$ cat src/rtl/wall_blit_pkg.sv
// Shared types and constants for the wall sprite blitter.
package wall_blit_pkg;

    localparam int ADDR_W   = 19;
    localparam int SPR_W    = 32;
    localparam int SPR_H    = 66;
    localparam int SCREEN_W = 640;
    localparam int SCREEN_H = 480;

    localparam logic [1:0] TRANSPARENT = 2'd0;

    typedef enum logic [2:0] {
        IDLE  = 3'd0,
        READ  = 3'd1,
        WAIT  = 3'd2,
        WRITE = 3'd3,
        DONE  = 3'd4
    } blit_state_e;

endpackage

$ cat src/rtl/wall_blit_if.sv
// Bundle of the game-logic request, sprite-memory read and frame-buffer write signals.
interface wall_blit_if;
    import wall_blit_pkg::*;

    logic              start;
    logic [9:0]        pos_x;
    logic [9:0]        pos_y;
    logic              flip_x;
    logic              busy;
    logic              done;
    logic [ADDR_W-1:0] spr_addr;
    logic [1:0]        spr_data;
    // Frame-buffer write: fb_we/fb_addr/fb_data are held stable while fb_we is
    // high and fb_ready is low; the write completes on an edge where both are high.
    logic              fb_we;
    logic [ADDR_W-1:0] fb_addr;
    logic [1:0]        fb_data;
    logic              fb_ready;

    modport master (
        input  start, pos_x, pos_y, flip_x, spr_data, fb_ready,
        output busy, done, spr_addr, fb_we, fb_addr, fb_data
    );

    modport slave (
        output start, pos_x, pos_y, flip_x, spr_data, fb_ready,
        input  busy, done, spr_addr, fb_we, fb_addr, fb_data
    );

endinterface

$ cat src/rtl/wall_blit_ctrl_addr_gen.sv
// Combinational sprite/frame-buffer address generation with off-screen detection.
module blit_addr_gen
    import wall_blit_pkg::*;
(
    input  logic [4:0]        sx,
    input  logic [6:0]        sy,
    input  logic [9:0]        pos_x,
    input  logic [9:0]        pos_y,
    input  logic              flip_x,
    output logic [ADDR_W-1:0] spr_addr,
    output logic [ADDR_W-1:0] fb_addr,
    output logic              on_screen
);

    logic [4:0]  col;
    logic [10:0] px;
    logic [10:0] py;

    always_comb begin
        col       = flip_x ? (5'(SPR_W - 1) - sx) : sx;
        spr_addr  = ADDR_W'(sy) * ADDR_W'(SPR_W) + ADDR_W'(col);
        // 11-bit sums so positions near the right/bottom edge never wrap back on-screen
        px        = {1'b0, pos_x} + 11'(sx);
        py        = {1'b0, pos_y} + 11'(sy);
        on_screen = (px < 11'(SCREEN_W)) && (py < 11'(SCREEN_H));
        fb_addr   = ADDR_W'(py) * ADDR_W'(SCREEN_W) + ADDR_W'(px);
    end

endmodule

$ cat src/rtl/wall_blit_ctrl.sv
// Wall sprite blitter: walks the 32x66 sprite pixel by pixel (READ, WAIT, WRITE)
// and writes opaque, on-screen pixels through the frame-buffer write handshake.
module wall_blit_ctrl
    import wall_blit_pkg::*;
(
    input  logic        Clk,
    input  logic        Reset,
    wall_blit_if.master bus,
    output blit_state_e dbg_state
);

    blit_state_e       state_q, state_d;
    logic [4:0]        sx_q, sx_d;
    logic [6:0]        sy_q, sy_d;
    logic [9:0]        pos_x_q, pos_x_d;
    logic [9:0]        pos_y_q, pos_y_d;
    logic              flip_q, flip_d;
    logic              busy_q, busy_d;
    logic              done_q, done_d;
    logic [ADDR_W-1:0] spr_addr_q, spr_addr_d;
    logic              fb_we_q, fb_we_d;
    logic [ADDR_W-1:0] fb_addr_q, fb_addr_d;
    logic [1:0]        fb_data_q, fb_data_d;

    logic              accept;
    logic              advance;
    logic              last_px;
    logic              opaque;
    logic [ADDR_W-1:0] gen_spr_addr;
    logic [ADDR_W-1:0] gen_fb_addr;
    logic              gen_on_screen;

    // Counters and latched request; the generator sees next-cycle values so
    // spr_addr is already correct when READ begins.
    always_comb begin
        accept  = (state_q == IDLE) && bus.start;
        advance = (state_q == WRITE) && (!fb_we_q || bus.fb_ready);
        last_px = (sx_q == 5'(SPR_W - 1)) && (sy_q == 7'(SPR_H - 1));
        sx_d    = sx_q;
        sy_d    = sy_q;
        pos_x_d = pos_x_q;
        pos_y_d = pos_y_q;
        flip_d  = flip_q;
        if (accept) begin
            pos_x_d = bus.pos_x;
            pos_y_d = bus.pos_y;
            flip_d  = bus.flip_x;
            sx_d    = '0;
            sy_d    = '0;
        end else if (advance && !last_px) begin
            if (sx_q == 5'(SPR_W - 1)) begin
                sx_d = '0;
                sy_d = sy_q + 7'd1;
            end else begin
                sx_d = sx_q + 5'd1;
            end
        end
    end

    blit_addr_gen u_addr_gen (
        .sx        (sx_d),
        .sy        (sy_d),
        .pos_x     (pos_x_d),
        .pos_y     (pos_y_d),
        .flip_x    (flip_d),
        .spr_addr  (gen_spr_addr),
        .fb_addr   (gen_fb_addr),
        .on_screen (gen_on_screen)
    );

    always_comb begin
        state_d    = state_q;
        busy_d     = busy_q;
        done_d     = 1'b0;
        spr_addr_d = spr_addr_q;
        fb_we_d    = fb_we_q;
        fb_addr_d  = fb_addr_q;
        fb_data_d  = fb_data_q;
        opaque     = (bus.spr_data != TRANSPARENT);
        case (state_q)
            IDLE: begin
                if (accept) begin
                    state_d    = READ;
                    busy_d     = 1'b1;
                    spr_addr_d = gen_spr_addr;
                end
            end
            READ: state_d = WAIT;
            WAIT: begin
                state_d = WRITE;
                fb_we_d = opaque && gen_on_screen;
                if (opaque && gen_on_screen) begin
                    fb_addr_d = gen_fb_addr;
                    fb_data_d = bus.spr_data;
                end
            end
            WRITE: begin
                if (advance) begin
                    fb_we_d = 1'b0;
                    if (last_px) begin
                        state_d = DONE;
                        busy_d  = 1'b0;
                        done_d  = 1'b1;
                    end else begin
                        state_d    = READ;
                        spr_addr_d = gen_spr_addr;
                    end
                end
            end
            DONE:    state_d = IDLE;
            default: state_d = IDLE;
        endcase
    end

    always_ff @(posedge Clk) begin
        if (Reset) begin
            state_q    <= IDLE;
            sx_q       <= '0;
            sy_q       <= '0;
            pos_x_q    <= '0;
            pos_y_q    <= '0;
            flip_q     <= 1'b0;
            busy_q     <= 1'b0;
            done_q     <= 1'b0;
            spr_addr_q <= '0;
            fb_we_q    <= 1'b0;
            fb_addr_q  <= '0;
            fb_data_q  <= '0;
        end else begin
            state_q    <= state_d;
            sx_q       <= sx_d;
            sy_q       <= sy_d;
            pos_x_q    <= pos_x_d;
            pos_y_q    <= pos_y_d;
            flip_q     <= flip_d;
            busy_q     <= busy_d;
            done_q     <= done_d;
            spr_addr_q <= spr_addr_d;
            fb_we_q    <= fb_we_d;
            fb_addr_q  <= fb_addr_d;
            fb_data_q  <= fb_data_d;
        end
    end

    assign bus.busy     = busy_q;
    assign bus.done     = done_q;
    assign bus.spr_addr = spr_addr_q;
    assign bus.fb_we    = fb_we_q;
    assign bus.fb_addr  = fb_addr_q;
    assign bus.fb_data  = fb_data_q;
    assign dbg_state    = state_q;

endmodule

$ cat src/flat_wrapper.sv
// flat-port wrapper written by rule: the top's interface ports become plain ports
module wall_blit_ctrl_flat import wall_blit_pkg::*;
  (Clk, Reset, dbg_state, bus_start, bus_pos_x, bus_pos_y, bus_flip_x, bus_spr_data, bus_fb_ready, bus_busy, bus_done, bus_spr_addr, bus_fb_we, bus_fb_addr, bus_fb_data);
  wall_blit_if bus_i ();
  input  logic Clk;
  input  logic Reset;
  output blit_state_e dbg_state;
  input wire logic [$bits(bus_i.start)-1:0] bus_start;
  input wire logic [$bits(bus_i.pos_x)-1:0] bus_pos_x;
  input wire logic [$bits(bus_i.pos_y)-1:0] bus_pos_y;
  input wire logic [$bits(bus_i.flip_x)-1:0] bus_flip_x;
  input wire logic [$bits(bus_i.spr_data)-1:0] bus_spr_data;
  input wire logic [$bits(bus_i.fb_ready)-1:0] bus_fb_ready;
  output wire logic [$bits(bus_i.busy)-1:0] bus_busy;
  output wire logic [$bits(bus_i.done)-1:0] bus_done;
  output wire logic [$bits(bus_i.spr_addr)-1:0] bus_spr_addr;
  output wire logic [$bits(bus_i.fb_we)-1:0] bus_fb_we;
  output wire logic [$bits(bus_i.fb_addr)-1:0] bus_fb_addr;
  output wire logic [$bits(bus_i.fb_data)-1:0] bus_fb_data;
  assign bus_i.start = bus_start;
  assign bus_i.pos_x = bus_pos_x;
  assign bus_i.pos_y = bus_pos_y;
  assign bus_i.flip_x = bus_flip_x;
  assign bus_i.spr_data = bus_spr_data;
  assign bus_i.fb_ready = bus_fb_ready;
  assign bus_busy = bus_i.busy;
  assign bus_done = bus_i.done;
  assign bus_spr_addr = bus_i.spr_addr;
  assign bus_fb_we = bus_i.fb_we;
  assign bus_fb_addr = bus_i.fb_addr;
  assign bus_fb_data = bus_i.fb_data;
  wall_blit_ctrl u_core (.Clk(Clk), .Reset(Reset), .bus(bus_i), .dbg_state(dbg_state));
endmodule
$ cat config.mk
export PLATFORM = sky130hd
export DESIGN_NAME = wall_blit_ctrl_flat
export DESIGN_NICKNAME = d
export VERILOG_FILES = /design/src/rtl/wall_blit_pkg.sv /design/src/rtl/wall_blit_if.sv /design/src/rtl/wall_blit_ctrl_addr_gen.sv /design/src/rtl/wall_blit_ctrl.sv /design/src/flat_wrapper.sv
export SDC_FILE = /design/constraint.sdc
export NUM_CORES = 1
export LEC_CHECK = 0
export CORE_UTILIZATION = 55
export CTS_BUF_LIST = sky130_fd_sc_hd__clkbuf_8
export CTS_CLUSTER_DIAMETER = 120
export DETAILED_ROUTE_END_ITERATION = 8
export PLACE_DENSITY = 0.81
export SLEW_MARGIN = 20
export SYNTH_ARGS = -nofsm -noshare
export SYNTH_HDL_FRONTEND = slang
export SYNTH_HIERARCHICAL = 1
export SYNTH_SLANG_ARGS = --single-unit
$ cat constraint.sdc
create_clock -name Clk -period 10.83 [get_ports Clk]
set_input_delay 3.249 -clock Clk [delete_from_list [all_inputs] [get_ports Clk]]
set_output_delay 3.249 -clock Clk [all_outputs]
set_load 0.03 [all_outputs]
==> results of run 1 <==
[flip-flops by register name, summed over array words and instances (netlist names)]
signal / count
u_core/bus.fb_addr: 19
u_core/bus.spr_addr: 19
u_core/pos_x_q: 10
u_core/pos_y_q: 10
u_core/sy_q: 7
u_core/sx_q: 5
u_core/dbg_state: 3
u_core/bus.fb_data: 2
u_core/bus.busy: 1
u_core/bus.done: 1
u_core/bus.fb_we: 1
u_core/flip_q: 1
[layer usage]
layer  vias up  global-route usage, %  share of wire, %
met3        26                   4.53               5.3
met4         0                   8.86               2.0
met2       148                   42.1                47
met5         -                      0                 0
met1      2075                   32.0                45
li1       2218                      -                 -
[worst max-delay path, cell delays in order]
cell and delay, ns:
clkdlybuf4s50_1 0.49, nor2b_1 0.11, or3_1 0.57, or4_2 0.70, a21oi_1 0.24, ha_1 0.23, inv_1 0.06, fa_1 0.40
nor2b_1 0.13, o21a_1 0.15, o21a_1 0.19, nor2_1 0.10, ha_1 0.35, ha_1 0.32, a211o_1 0.30, a211o_1 0.28
a221o_1 0.37, nand2b_4 0.17, a2111oi_4 0.22, xnor2_1 0.18, nand2_1 0.08, a21oi_1 0.15
[cell usage in the layout (no fill, tap or decap), types with 3 or more instances in the layout]
cell type        count
a21o_1               5
or3_1                3
clkbuf_8            10
a2111oi_0            6
a21oi_1             71
o31ai_1              4
ha_1                33
dfxtp_1             79
and3_1               3
nor4_1               3
or4_1                4
mux2i_1             20
nor2b_1              3
buf_4                4
nand3_1              8
o21bai_1             5
o21ai_0             11
clkdlybuf4s50_1     71
a31oi_1              3
nand2b_1            41
inv_1               25
nand2_1            121
nand4_1              4
a211o_1              4
xnor2_1             26
fa_1                 4
conb_1               7
nor3_1              11
nor2_1              23
o21a_1               5
xor2_1              15
o211ai_1             3
[synthesized netlist by cell type (4+ instances only)]
cell type / count / area share, %
fa_1: 4 / 1.6
o31ai_1: 4 / 0.60
nor2_1: 23 / 1.7
o21ai_0: 12 / 1.2
nand3_1: 8 / 0.79
o21bai_1: 5 / 0.75
clkbuf_1: 19 / 1.4
nand4_1: 4 / 0.50
dfxtp_1: 79 / 31
a2111oi_0: 6 / 1.0
nand2b_1: 41 / 5.1
a21o_1: 5 / 0.75
xor2_1: 15 / 2.6
a21oi_1: 71 / 7.1
nor3_1: 11 / 1.1
xnor2_1: 26 / 4.5
buf_2: 4 / 0.40
o21a_1: 5 / 0.75
nand2_1: 121 / 9.0
buf_4: 15 / 2.2
or4_1: 4 / 0.60
ha_1: 33 / 8.2
a211o_1: 4 / 0.70
mux2i_1: 20 / 4.0
inv_1: 25 / 1.9
[cells by family after synthesis]
| group | after synthesis | share of synthesized area, % |
|---|---|---|
| AOI/OAI and AO/OA | 135 | 17.5 |
| xor gates and xnor gates | 41 | 7.13 |
| adders and majority gates | 37 | 9.78 |
| buffers and inverters | 66 | 6.75 |
| DFF | 79 | 31.4 |
| muxes | 22 | 4.42 |
| other | 1 | 0.0744 |
| and+or+nand+nor | 238 | 23.0 |
[cell type report]
type                       instances  area [sq um]
clock buffer                      10           138
fill                             743          2890
tap                              108           135
timing repair buffer              76           746
sequential                        79          1580
inverter                          25          93.8
multi-input combinational        480          3160
clock inverter                     6          67.6
[through the flow]
stage / power, uW / util, %
2_1_floorplan: 452 / -
3_3_place_gp: 498 / 64.9
3_5_place_dp: 502 / 64.9
4_1_cts: 730 / 67.2
5_1_grt: 762 / 67.2
6_report: 728 / 67.2
[worst min-delay path by stage]
stage               slack (ns)                                   to                                 from  depth (start not counted)
floorplan                 0.44             u_core/flip_q$_SDFF_PP0_             u_core/flip_q$_SDFF_PP0_                          2
global placement          0.45   u_core/bus.fb_addr[4]$_SDFFE_PP0P_   u_core/bus.fb_addr[4]$_SDFFE_PP0P_                          2
detailed placement        0.45   u_core/bus.fb_addr[8]$_SDFFE_PP0P_   u_core/bus.fb_addr[8]$_SDFFE_PP0P_                          2
CTS                       0.46   u_core/bus.fb_addr[2]$_SDFFE_PP0P_   u_core/bus.fb_addr[2]$_SDFFE_PP0P_                          2
global route              0.47  u_core/bus.fb_addr[17]$_SDFFE_PP0P_  u_core/bus.fb_addr[17]$_SDFFE_PP0P_                          2
finish                    0.46   u_core/bus.fb_addr[2]$_SDFFE_PP0P_   u_core/bus.fb_addr[2]$_SDFFE_PP0P_                          2
[power groups by stage]
stage | sequential, uW | clock [uW] | combinational [uW]
final | 311 | 230 | 187
after global routing | 313 | 244 | 205
after CTS | 311 | 233 | 186
after detailed placement | 318 | 0 | 184
after global placement | 317 | 0 | 181
after floorplan | 331 | 0 | 121
==> metrics, run 1 <==
Final Hold Violating Endpoints 0; failing checks design-rule violations; pre-CTS WS 1.69 ns; Iteration-0 DRC Markers 235; final WL ~12 mm; Post-Layout Cell Count around 780; post-route cell area 5920 sq um; largest net degree at the start of global routing around 90; H-Tree Depth 3; Internal about 490 uW; antenna cell count 0; vias per cell ~5.7; IO buf count 72; Seq pwr share 42.7%; syn avg cell area slightly above 8 sq um; Std-Cell Rows 34; Area growth syn-to-layout 17.5%; Die Wd 97.7 microns; Max Root-Sink Buffers 2; Worst R2R Start u_core/sx_q[0]$_SDFF_PP0_; run status finished, violations left; hold_ws approximately 0.46 ns; post-route worst setup slack slightly above 2 ns; switching pwr 234 uW; initial antenna violation count 0; Synth Warn # 6; fmax between 0.1 and 0.15 GHz; global-route usage over all layers between 20% and 30%; Setup Buffers After CTS 0; VDD IR max 0.0739 mV; MaxCap Viol Count 0; Slew headroom approximately a third; gpl congestion 0.849; die area about 9500 sq um; share of cells above drive strength 1 5.18%; Finish-stage setup viols 0; die extent in y roughly 98 microns; Worst-path clk slew about 0.09 ns; Crit Path Class in -> reg; asr flop ratio synth 0%; CTS tree built; Post-Syn Area around 5000 sq um; vias in the first global route between 4k and 5k; Critical Path RT roughly 11 ns; Setup crit start bus_fb_ready; TritonCTS Buffers 9; Mapped Cells roughly 620; hold crit path type reg -> reg; CTS Hold Bufs 0; Vias roughly 4.5k; Worst setup SP type input port; starting density of the core a little under three fifths; reg2reg setup slack between 4 and 5 ns; critical path arrival ~9 ns; cell leakage power roughly 0.0024 uW; RSZ-0062 raised after global routing no; Gate power share 25.7%; wire per inst approximately 15 microns; Slew @ Worst Pin around 1 ns; placed cell area between 5000 and 6000 sq um; DRC 10; CP endpoint u_core/bus.fb_addr[18]$_SDFFE_PP0P_; Final #Nets approximately 740; clk root buf clkbuf_8; DRT antenna net count 0; Cells after DPL between 700 and 800; Period minus WS final roughly 8.8 ns; dominant synthesized flop cell dfxtp_1; fin crit share between 80% and 90%; core region area between 8000 and 9000 sq um; Clock Power Share approximately a third; TNS Setup 0 ns; CP endpoint kind register; CTS resizes 0; Yosys reg bits between 70 and 80; post-DP HPWL ~8.6 mm; sequential fraction of the synthesis area a little under a third; CP max FO 15; DRT Pass-1 Iters 7; Sw Share roughly 32%; final-report max-slew violation count 0; io pins 73; number of flops mapped to enable cells by yosys 0; PwrDens about 120 nW/um^2; worst skew pair latency 0.35 ns; reg2reg end u_core/bus.fb_addr[18]$_SDFFE_PP0P_; CTS Sinks slightly below 80; Synth cell types 62; Reg2Reg Depth 23; grt ovf 0; first-pass GRT wire length around 19 mm; skew final 0.00893 ns
Note: power is estimated with default switching activity, not from simulation.
==> run 2, diff against run 1 <==
==> constraint.sdc (replaced) <==
create_clock -name Clk -period 9.1 [get_ports Clk]
set_input_delay 2.73 -clock Clk [delete_from_list [all_inputs] [get_ports Clk]]
set_output_delay 2.73 -clock Clk [all_outputs]
set_load 0.03 [all_outputs]
==> run 2 against run 1 <==
The flow still finishes with violations (design-rule violations). Power up 21%. Clock-buffer cell count decreased by 1. Clock power increased by 24%. Largest power group unchanged.
==> metrics, run 2 (synthesis results as in run 1) <==
run status finished, violations left (unchanged); failing checks design-rule violations (unchanged); fin crit share between 80% and 90%; Die Wd 97.7 microns (unchanged); fmax about 0.12 GHz; Crit path max-delay family compound AO/OA/AOI/OAI gates (unchanged); core region area 8810 sq um (unchanged); die area 9550 sq um (unchanged); grt ovf 0 (unchanged); first-pass GRT wire length 19.8 mm (was 19.3 mm); gpl congestion 0.831 (was 0.849); vias per cell 5.58 (was 5.70); MaxCap Viol Count 0 (unchanged); Storage cell area 1580 sq um (unchanged); Area growth syn-to-layout 18.0% (was 17.5%); Worst setup SP type input port (unchanged); Setup Buffers After CTS 0 (unchanged); Slew @ Worst Pin 0.828 ns (was 0.982 ns); PwrDens 148 nW/um^2 (was 123 nW/um^2); Crit-path slowest cell a2111oi_0 (was or4_2); Vias 4383 (was 4467); hold crit path type reg -> reg (unchanged); most used cell, CP a21oi_1 (was ha_1); final WL 11.4 mm (was 11.7 mm); CTS resizes 0 (unchanged); Std-Cell Rows 34 (unchanged); DRT Pass-1 Iters 7 (unchanged); H-Tree Depth 3 (unchanged); die extent in y 97.7 microns (unchanged); Period minus WS final approximately 8.1 ns; Iteration-0 DRC Markers 200 (was 235); Slew headroom 43.4% (was 34.3%); CTS Sinks 79 (unchanged); starting density of the core 57.2% (unchanged); Cells after DPL 771 (was 768); CP max FO 19 (was 15); antenna cell count 0 (unchanged); skew final 0.0133 ns (was 0.00893 ns); Critical Path RT 9.39 ns (was 11.10 ns); Crit Path Class in -> reg (unchanged); VDD IR max 0.0956 mV (was 0.0739 mV); Final #Nets 738 (was 735); CTS tree built (unchanged); Worst-path clk slew 0.09 ns (about the same); TritonCTS Buffers 9 (unchanged); fillers 730 (was 743); post-DP HPWL 8.39 mm (was 8.56 mm); global-route usage over all layers 25.4% (was 25.0%); most frequent cells in the layout nand2_1, dfxtp_1, clkdlybuf4s50_1, a21oi_1, nand2b_1 (unchanged); initial antenna violation count 0 (unchanged); TNS Setup 0 ns (unchanged); DRC 10 (unchanged); Buf/Inv on CP 3 (was 2); CP endpoint kind register (unchanged); cell leakage power 0.00242 uW (was 0.00239 uW); share of cells above drive strength 1 5.31% (was 5.18%); fin util 67.5% (was 67.2%); RSZ-0062 raised after global routing no (unchanged); clk root buf clkbuf_8 (unchanged); largest net degree at the start of global routing 88 (unchanged); slowest stage delay, CP 0.77 ns (was 0.70 ns); CTS Hold Bufs 0 (unchanged); wire per inst 14.5 microns (was 14.9 microns); pre-CTS WS 0.662 ns (was 1.69 ns); footprint of the multi-input gates 3160 sq um (unchanged); Final Hold Violating Endpoints 0 (unchanged); Max Root-Sink Buffers 2 (unchanged); IO buf count 72 (unchanged); final-report max-slew violation count 0 (unchanged); Cell Chain, Critical Path clkdlybuf4s50_1 > nor2b_1 > or3_1 > or4_2 > a21oi_1 > ha_1 > inv_1 > fa_1 > nor2b_1 > o21a_1 > o21ai_1 > a21oi_1 > a2111oi_0 > a2111oi_0 > nor4bb_1 > buf_4 > o21a_1 > nand2_1 > a21oi_1 (was clkdlybuf4s50_1 > nor2b_1 > or3_1 > or4_2 > a21oi_1 > ha_1 > inv_1 > fa_1 > nor2b_1 > o21a_1 > o21a_1 > nor2_1 > ha_1 > ha_1 > a211o_1 > a211o_1 > a221o_1 > nand2b_4 > a2111oi_4 > xnor2_1 > nand2_1 > a21oi_1); Finish-stage setup viols 0 (unchanged); post-route worst setup slack 0.972 ns (was 2.06 ns); vias in the first global route 4293 (was 4199); worst skew pair latency 0.35 ns (about the same); commonest non-fill, non-tap cell in the layout nand2_1 (unchanged); DRT antenna net count 0 (unchanged); Post-Layout Cell Count 786 (was 784); io pins 73 (unchanged); hold_ws 0.461 ns (was 0.458 ns); critical path arrival 8.41 ns (was 9.05 ns)
## run 2: layout make-up
type	instances	share of cell area, %
multi-input combinational	480	53.1
clock buffer	9	2.08
inverter	25	1.58
sequential	79	26.6
clock inverter	6	1.43
tap	108	2.27
timing repair buffer	79	12.9
## run 2: worst paths after layout
check                                                         from                            endpoint  slack [ns]  cells past startpoint
worst max-delay path                                  bus_fb_ready  u_core/bus.fb_addr[2]$_SDFFE_PP0P_        0.97                     19
worst min-delay path            u_core/bus.fb_addr[2]$_SDFFE_PP0P_  u_core/bus.fb_addr[2]$_SDFFE_PP0P_        0.46                      2
worst max register to register           u_core/sx_q[0]$_SDFF_PP0_  u_core/bus.fb_addr[2]$_SDFFE_PP0P_        2.65                     19
worst min register to register  u_core/bus.fb_addr[2]$_SDFFE_PP0P_  u_core/bus.fb_addr[2]$_SDFFE_PP0P_        0.46                      2
## run 2: where the power goes
part           internal (uW)  switching [uW]  total [uW]
sequential               361            8.28         370
combinational           92.7             129         222
clock                    153             133         286
total                    607             271         877
## run 2: metrics by stage
step	power, uW	cell area, sq um
finish	877	5950
global route	927	5950
CTS	883	5950
detailed placement	597	5740
global placement	592	5740
floorplan	538	5060
## run 2: tightest hold or removal path: stages, from the launching register on
cell     delay (ns)
dfxtp_1        0.32
nand2_1        0.05
a21oi_1        0.05
## run 2: layer usage
| metal | share of wire (%) | track usage, % | vias to the layer above |
|---|---|---|---|
| li1 | - | - | 2224 |
| met1 | 47 | 33.9 | 2029 |
| met2 | 47 | 42.2 | 117 |
| met3 | 5.0 | 5.11 | 13 |
| met4 | 1.4 | 6.41 | 0 |
| met5 | 0 | 0 | - |
==> run 3, diff against run 2 <==
--- a/config.mk
+++ b/config.mk
@@ -10,6 +10,7 @@
 export CTS_CLUSTER_DIAMETER = 120
 export DETAILED_ROUTE_END_ITERATION = 8
 export PLACE_DENSITY = 0.81
+export REMOVE_ABC_BUFFERS = 1
 export SLEW_MARGIN = 20
 export SYNTH_ARGS = -nofsm -noshare
 export SYNTH_HDL_FRONTEND = slang
==> run 3 against run 2 <==
The flow still finishes with violations (design-rule violations). Fmax fell by 0.51%. Largest power group unchanged. Clock-buffer cell count unchanged. Critical path type unchanged. Global-route usage fell by 1.2 points. Critical path depth grew 3. Sequential share of layout area is essentially flat. Sequential cell count unchanged. Combinational power about the same.
==> metrics, run 3 (synthesis results as in run 1) <==
share of cells above drive strength 1 5.31% (unchanged); final-report max-slew violation count 0 (unchanged); DR WL met2 5.52 mm (was 5.37 mm); commonest non-fill, non-tap cell in the layout nand2_1 (unchanged); hold crit path type reg -> reg (unchanged); vias in the first global route 4199 (was 4293); io pins 73 (unchanged); grt ovf 0 (unchanged); Setup Buffers After CTS 0 (unchanged); Crit-path slowest cell or4_2 (was a2111oi_0); Critical Path RT 9.39 ns (about the same); wire per inst 14.2 microns (was 14.5 microns); antenna cell count 0 (unchanged); DRT Pass-1 Iters 7 (unchanged); clk root buf clkbuf_8 (unchanged); gpl congestion 0.998 (was 0.831); hold_ws 0.458 ns (was 0.461 ns); Worst-path clk slew 0.08 ns (was 0.09 ns); initial antenna violation count 0 (unchanged); post-route worst setup slack 0.931 ns (was 0.972 ns); critical path arrival 8.46 ns (was 8.41 ns); Period minus WS final 8.17 ns (was 8.13 ns); core region area 8810 sq um (unchanged); starting density of the core 57.2% (unchanged); die area 9550 sq um (unchanged); post-DP HPWL 8.18 mm (was 8.39 mm); fmax 0.122 GHz (was 0.123 GHz); Finish-stage setup viols 0 (unchanged); Cell Chain, Critical Path clkdlybuf4s50_1 > nor2b_1 > or3_1 > or4_2 > a21oi_1 > ha_1 > inv_1 > fa_1 > nor2b_1 > o21a_1 > o21ai_1 > a21oi_1 > a211o_1 > mux2_2 > ha_1 > o21a_1 > a21boi_0 > or3_2 > a2111oi_4 > xnor2_1 > nand2_1 > a21oi_1 (was clkdlybuf4s50_1 > nor2b_1 > or3_1 > or4_2 > a21oi_1 > ha_1 > inv_1 > fa_1 > nor2b_1 > o21a_1 > o21ai_1 > a21oi_1 > a2111oi_0 > a2111oi_0 > nor4bb_1 > buf_4 > o21a_1 > nand2_1 > a21oi_1); metal3 WL 465 microns (was 573 microns); RSZ-0062 raised after global routing no (unchanged); final WL 11.2 mm (was 11.4 mm); H-Tree Depth 3 (unchanged); VDD IR max 0.0893 mV (was 0.0956 mV); vias per cell 5.57 (was 5.58); Buf/Inv on CP 2 (was 3); Final Hold Violating Endpoints 0 (unchanged); CTS tree built (unchanged); global-route usage over all layers 24.2% (was 25.4%); most used cell, CP a21oi_1 (unchanged); fillers 744 (was 730); worst skew pair latency 0.36 ns (was 0.35 ns); first-pass GRT wire length 18.8 mm (was 19.8 mm); IO buf count 72 (unchanged); TNS Setup 0 ns (unchanged); CTS Hold Bufs 0 (unchanged); Area growth syn-to-layout 18.1% (was 18.0%); cell leakage power 0.00241 uW (was 0.00242 uW); most frequent cells in the layout nand2_1, dfxtp_1, clkdlybuf4s50_1, a21oi_1, nand2b_1 (unchanged); skew final 0.0127 ns (was 0.0133 ns); MaxCap Viol Count 0 (unchanged); WL met1 5.05 mm (was 5.31 mm); footprint of the multi-input gates 3160 sq um (unchanged); Final #Nets 737 (was 738); Crit Path Class in -> reg (unchanged); Max Root-Sink Buffers 2 (unchanged); fin util 67.6% (was 67.5%); DRT antenna net count 0 (unchanged); largest net degree at the start of global routing 46 (was 88); PwrDens 149 nW/um^2 (was 148 nW/um^2); DRC 16 (was 10); run status finished, violations left (unchanged); Vias 4379 (was 4383); Slew headroom 46.7% (was 43.4%); Storage cell area 1580 sq um (unchanged); Die Wd 97.7 microns (unchanged); fin crit share 89.8% (was 89.3%); Worst setup SP type input port (unchanged); CP max FO 15 (was 19); top routing layer in use met4 (unchanged); CP endpoint kind register (unchanged); failing checks design-rule violations (unchanged); Iteration-0 DRC Markers 137 (was 200); TritonCTS Buffers 9 (unchanged); pre-CTS WS 0.598 ns (was 0.662 ns); slowest stage delay, CP 0.70 ns (was 0.77 ns); CTS Sinks 79 (unchanged); Crit path max-delay family simple AND/OR/NAND/NOR gates (was compound AO/OA/AOI/OAI gates); Std-Cell Rows 34 (unchanged); CTS resizes 0 (unchanged); die extent in y 97.7 microns (unchanged); Slew @ Worst Pin 0.779 ns (was 0.828 ns)
==> run 3: layout make-up <==
type / instances / area share [%]
clock buffers: 9 / 2.08
clock inverters: 7 / 1.62
inverters: 25 / 1.58
multi-input cells: 480 / 53.1
flip-flops and latches: 79 / 26.6
well taps: 108 / 2.27
repair buffers: 78 / 12.8
==> run 3: routing by layer <==
layer,GRT usage [%],vias to the layer above
met4,8.04,0
met3,4.32,15
met2,42.3,98
met5,0,-
met1,30.1,2051
li1,-,2215
==> run 3: path summary, 6_finish.rpt <==
path	start	endpoint	slack, ns	cells past startpoint
max	bus_fb_ready	u_core/bus.fb_addr[18]$_SDFFE_PP0P_	0.93	22
min	u_core/bus.fb_addr[12]$_SDFFE_PP0P_	u_core/bus.fb_addr[12]$_SDFFE_PP0P_	0.46	2
max reg2reg	u_core/sx_q[0]$_SDFF_PP0_	u_core/bus.fb_addr[5]$_SDFFE_PP0P_	2.76	19
min reg2reg	u_core/bus.fb_addr[12]$_SDFFE_PP0P_	u_core/bus.fb_addr[12]$_SDFFE_PP0P_	0.46	2
==> run 3: tightest hold or removal path, delay by kind of cell, from the launching register on <==
| kind | cells | cell delay, ns |
|---|---|---|
| simple gates | 1 | 0.05 |
| flops | 1 | 0.31 |
| compound gates | 1 | 0.05 |
==> run 3: through the flow <==
stage | instance area (sq um) | cells | power (uW)
after floorplan | 4810 | 584 | 526
after global placement | 5730 | 770 | 591
after detailed placement | 5730 | 770 | 596
after CTS | 5950 | 786 | 890
after global routing | 5950 | 786 | 931
final | 5950 | 786 | 886
==> run 3: power by group <==
group	total [uW]	internal, uW	leakage, uW	switching [uW]
clock network	296	155	0.000108	141
registers	369	361	0.000642	8.01
logic	221	91.9	0.00166	129
